==> config.mk <==
export PLATFORM = sky130hd
export DESIGN_NAME = serdes_frame_arbiter
export DESIGN_NICKNAME = d
export VERILOG_FILES = /design/src/rtl/serdes_frame_arbiter.sv
export SDC_FILE = /design/constraint.sdc
export NUM_CORES = 1
export LEC_CHECK = 0
export CORE_MARGIN = 2
export CORE_UTILIZATION = 24
export DETAILED_ROUTE_END_ITERATION = 10
export GPL_ROUTABILITY_DRIVEN = 0
export PLACE_DENSITY = 0.83
export SETUP_SLACK_MARGIN = 0.15
export SKIP_CTS_REPAIR_TIMING = 1
export SYNTH_ARGS = -nofsm -noshare
export SYNTH_HDL_FRONTEND = slang
export SYNTH_SLANG_ARGS = --single-unit
export TNS_END_PERCENT = 30
==> constraint.sdc <==
create_clock -name clk_i -period 1.9 [get_ports clk_i]
set_clock_uncertainty 0.05 [all_clocks]
set_input_delay 0.475 -clock clk_i [delete_from_list [all_inputs] [get_ports clk_i]]
set_output_delay 0.475 -clock clk_i [all_outputs]
set_load 0.1 [all_outputs]
==> src/rtl/serdes_frame_arbiter.sv <==
// -----------------------------------------------------------------------------
// serdes_frame_arbiter
//
// Shares one deserializer input among N_REQ serial sample streams. A requester
// that wins arbitration owns the downstream port for exactly N_SAMPLES accepted
// beats, so every deserialized frame is built from a single source. The current
// owner index is exported on send_src_o so the consumer can tag each frame.
//
// Build option:
//   SERDES_FRAME_ARB_RR_EN  defined   -> round-robin arbitration starting at ptr
//                           undefined -> fixed priority (lowest index wins),
//                                        no priority pointer register
//
// Ports:
//   clk_i       sole clock, rising edge
//   reset_i     synchronous, active-high reset
//   req_val_i   per-requester valid                [N_REQ]
//   req_rdy_o   per-requester ready                [N_REQ]
//   req_msg_i   requester i at [i*BIT_WIDTH +: BIT_WIDTH]
//   send_val_o  valid towards deserializer recv_val
//   send_rdy_i  ready from deserializer recv_rdy
//   send_msg_o  sample towards deserializer recv_msg
//   send_src_o  index of the current (or last) owner
//   busy_o      high while a frame is locked
// -----------------------------------------------------------------------------
module serdes_frame_arbiter #(
  parameter int  N_REQ     = 4,
  parameter int  N_SAMPLES = 8,
  parameter int  BIT_WIDTH = 32,
  localparam int SRC_W     = (N_REQ > 1) ? $clog2(N_REQ) : 1,
  localparam int CNT_W     = (N_SAMPLES > 1) ? $clog2(N_SAMPLES) : 1
) (
  input  logic                       clk_i,
  input  logic                       reset_i,
  input  logic [N_REQ-1:0]           req_val_i,
  output logic [N_REQ-1:0]           req_rdy_o,
  input  logic [N_REQ*BIT_WIDTH-1:0] req_msg_i,
  output logic                       send_val_o,
  input  logic                       send_rdy_i,
  output logic [BIT_WIDTH-1:0]       send_msg_o,
  output logic [SRC_W-1:0]           send_src_o,
  output logic                       busy_o
);

  typedef enum logic {
    IDLE = 1'b0,
    LOCK = 1'b1
  } state_e;

  state_e           state_q;
  logic [SRC_W-1:0] grant_q;
  logic [CNT_W-1:0] count_q;
  logic [CNT_W-1:0] count_d;
  logic [SRC_W-1:0] win_s;
  logic             any_s;
  logic             fire_s;
  logic             last_beat_s;

`ifdef SERDES_FRAME_ARB_RR_EN
  logic [SRC_W-1:0] ptr_q;
  logic [SRC_W-1:0] ptr_d;
  logic [SRC_W:0]   scan_s;
  logic [SRC_W-1:0] idx_s;

  // Round-robin winner: scan ptr, ptr+1, ... modulo N_REQ. The loop walks the
  // scan order backwards so the earliest asserted position is written last.
  always_comb begin
    win_s  = '0;
    scan_s = '0;
    idx_s  = '0;
    for (int k = N_REQ - 1; k >= 0; k--) begin
      scan_s = {1'b0, ptr_q} + (SRC_W+1)'(k);
      idx_s  = SRC_W'((scan_s >= (SRC_W+1)'(N_REQ)) ? (scan_s - (SRC_W+1)'(N_REQ)) : scan_s);
      win_s  = req_val_i[idx_s] ? idx_s : win_s;
    end
  end

  // Pointer moves to the requester after the one whose frame just ended.
  assign ptr_d = (grant_q == SRC_W'(N_REQ - 1)) ? '0 : (grant_q + 1'b1);
`else
  // Fixed priority winner: lowest asserted index, walked backwards so it is
  // the last one written.
  always_comb begin
    win_s = '0;
    for (int k = N_REQ - 1; k >= 0; k--) begin
      win_s = req_val_i[k] ? SRC_W'(k) : win_s;
    end
  end
`endif

  assign any_s       = |req_val_i;
  assign count_d     = count_q + 1'b1;
  assign last_beat_s = (count_q == CNT_W'(N_SAMPLES - 1));
  assign fire_s      = send_val_o & send_rdy_i;

  // Pass-through datapath: the owner's valid/msg go straight downstream and
  // only the owner sees the downstream ready. No beat latency is added.
  always_comb begin
    send_msg_o = req_msg_i[int'(grant_q)*BIT_WIDTH +: BIT_WIDTH];
    send_val_o = 1'b0;
    req_rdy_o  = '0;
    if (state_q == LOCK) begin
      send_val_o         = req_val_i[grant_q];
      req_rdy_o[grant_q] = send_rdy_i;
    end else begin
      send_val_o = 1'b0;
    end
  end

  // Frame FSM: arbitrate in IDLE, count accepted beats in LOCK. A stalled
  // owner keeps the lock indefinitely; there is no preemption.
  always_ff @(posedge clk_i) begin
    if (reset_i) begin
      state_q <= IDLE;
      grant_q <= '0;
      count_q <= '0;
`ifdef SERDES_FRAME_ARB_RR_EN
      ptr_q   <= '0;
`endif
    end else begin
      case (state_q)
        IDLE: begin
          if (any_s) begin
            grant_q <= win_s;
            count_q <= '0;
            state_q <= LOCK;
          end
        end
        LOCK: begin
          if (fire_s) begin
            if (last_beat_s) begin
              state_q <= IDLE;
              count_q <= '0;
`ifdef SERDES_FRAME_ARB_RR_EN
              ptr_q   <= ptr_d;
`endif
            end else begin
              count_q <= count_d;
            end
          end
        end
        default: begin
          state_q <= IDLE;
          count_q <= '0;
        end
      endcase
    end
  end

  assign send_src_o = grant_q;
  assign busy_o     = (state_q == LOCK);

endmodule

==> results.json <==
{
  "crit_start": "req_msg_i[23]",
  "die_area_sq_um": 5526,
  "arrival_ns": 1.59,
  "synth_commonest_cells": "mux4_2, nor2_1, dfxtp_1",
  "synth_cell_types": 22,
  "yosys_register_bits": 6,
  "grt_max_degree": 40,
  "cp-end-kind": "primary output",
  "nFillCells": 227,
  "wl_um": 8438,
  "hold_viol_final": 0,
  "worstMarginPinSlew_ns": 0.3544,
  "yosysTopAreaCell": "mux4_2",
  "crit_type": "input pin to primary output",
  "grt_pass1_wl_um": 9183,
  "grt_antenna_before_repair": 0,
  "dp_slack_ns": -0.3451,
  "detailed_place_hpwl_um": 5766,
  "violations": "setup timing",
  "cts_made_buffers": 3,
  "hold_path.class": "flop to flop",
  "fin_ws_ns": -0.2162,
  "path_clk_slew_ns": 0.04,
  "power.leakage_nw": 2.525,
  "seqPwrFrac_pct": 7.3,
  "fmax_mhz": 472.5,
  "crit-reg2reg-launch": "send_src_o[0]",
  "drt_first_pass_iters": 4,
  "die_w_um": 74.34,
  "run_status": "finished with violations",
  "cts_root_buffer": "clkbuf_8",
  "crit_required_ns": 1.37,
  "r2r_setup_slack_ns": 0.31,
  "via_per_inst": 5.191,
  "synth_top_cell_area_share_pct": 62.59,
  "pwr-share-comb_pct": 82.1,
  "worst_skew_pair.late_latency_ns": 0.23,
  "clockBufferDepth": 2,
  "slew_headroom_pct": 76.18,
  "p_int_mw": 0.9958,
  "avgSynthCellArea_sq_um": 13.97,
  "ys_warn_count": 0,
  "final_nets": 411,
  "num_rows": 25,
  "period_minus_slack_ns": 2.116,
  "yosysSeqAreaShare_pct": 10.12,
  "rsz0062_at_grt": "true",
  "fin_setup_tns_ns": -5.375,
  "syn2layout_area_growth_pct": 236.4,
  "dr_total_vias": 1770,
  "async_flop_share_pct": 0,
  "cts.sinks": 6,
  "synth_cells": 85,
  "cts_tree": "built",
  "r2r-end": "count_q[0]",
  "power_density_nw_per_um2": 497.3,
  "vdd.ir_drop.worst_v": 0.0003947,
  "grt_remaining_overflow": 0,
  "yosys-top-cells-area": "mux4_2, dfxtp_1, buf_6",
  "htreeDepth": 1,
  "setup_violations": 35,
  "cp-endpoint": "send_msg_o[23]",
  "grt_use_total_pct": 22.48,
  "swShare_pct": 49.86,
  "post-synth-top-count-cell": "mux4_2",
  "switchingPower_mw": 0.9902,
  "clock_power_share_pct": 10.6,
  "drtAntennaViolNets": 0,
  "layout-drive-gt1-share_pct": 39.56,
  "start_util_pct": 24.97,
  "dieHeight_um": 74.34,
  "grt_pass1_vias": 1720,
  "core_sq_um": 4755,
  "synth_edf_count": 0,
  "pin_count": 175,
  "slew_violations": 0,
  "synthesis.nets": 222,
  "critical_path.max_fanout": 1,
  "worstSetupStartpointType": "input pin",
  "port_buffers": 174,
  "drt_iter0_drc": 51,
  "worst_r2r_path_depth": 5,
  "synth_top_flop_cell": "dfxtp_1",
  "syn_area_sq_um": 1187,
  "post_drt_wl_per_cell_um": 24.74,
  "finalCritPeriodShare_pct": 111.4,
  "drc": 0,
  "drv_cap": 0
}
flip-flops by register name, indices dropped and copies added (netlist names):
| register | cells |
|---|---|
| busy_o | 1 |
| count_q | 3 |
| send_src_o | 2 |
power by group through the flow:
stage          clock network [mW]  registers [mW]  logic, mW
2_1_floorplan                   0           0.167      0.873
3_3_place_gp                    0           0.145       1.61
3_5_place_dp                    0           0.145       1.63
4_1_cts                     0.209           0.143       1.64
5_1_grt                     0.214           0.147       1.67
6_report                    0.210           0.146       1.63
critical path, stage by stage:
cell,delay (ns)
clkdlybuf4s50_1,0.42
mux4_2,0.50
buf_12,0.19
per-layer routing:
metal / wire length [um] / GRT usage [%] / part of all wire [%] / vias up
met4: 372 / 7.738 / 4.4 / 0
met2: 4635 / 43.06 / 55 / 115
met1: 2722 / 22.49 / 32 / 872
met3: 708 / 7.724 / 8.4 / 29
li1: - / - / - / 754
met5: 0 / 0 / 0 / -
metrics by stage:
stage / instances / util [%] / cell area [sq um] / power [mW] / hold WS [ns]
2_1_floorplan: 85 / - / 1252 / 1.041 / 0.4218
3_3_place_gp: 329 / 74.34 / 3535 / 1.760 / 0.4360
3_5_place_dp: 329 / 74.34 / 3535 / 1.778 / 0.4607
4_1_cts: 333 / 75.29 / 3580 / 1.989 / 0.4651
5_1_grt: 340 / 83.95 / 3991 / 2.028 / 0.4983
6_report: 341 / 84.00 / 3994 / 1.986 / 0.4543
worst min path at each step:
| stage | start | end | slack (ns) | depth (start not counted) |
|---|---|---|---|---|
| floorplan | count_q[1] | count_q[1] | 0.42 | 2 |
| global placement | count_q[1] | count_q[1] | 0.44 | 2 |
| detailed placement | count_q[1] | count_q[1] | 0.46 | 2 |
| CTS | count_q[1] | count_q[1] | 0.47 | 2 |
| global route | count_q[2] | count_q[2] | 0.50 | 2 |
| finish | count_q[1] | count_q[1] | 0.45 | 2 |
final cells by class:
cell class,count,area (sq um),area share (%)
multi-input combinational,67,1026,25.69
inverter,3,11.26,0.2820
sequential,6,131.4,3.289
timing repair buffer,193,2694,67.45
tap,67,83.83,2.099
clock buffer,4,45.04,1.128
antenna,1,2.502,0.06266
layout by cell type (no fill, tap or decap), types with 2 or more instances in the layout:
master             n
ha_1               2
mux4_2            33
nand2_1            2
dfxtp_1            3
mux2i_1            5
o221a_2            2
buf_12            44
nor2_1             6
clkbuf_8           3
dfxtp_4            3
o211ai_1           3
dlymetal6s2s_1   127
nor2_4             4
buf_4             12
inv_1              2
clkdlybuf4s50_1    7
logic make-up after synthesis:
kind of cell / Yosys count / share of synthesized area, %
adder cells (fa/ha/maj): 2 / 2.107
flip-flops: 6 / 10.12
AO/OA/AOI/OAI: 7 / 5.268
AND/OR/NAND/NOR: 20 / 8.432
multiplexers: 38 / 66.81
buffers and inverters: 12 / 7.270
No activity file was read; power rests on OpenSTA's default activity.
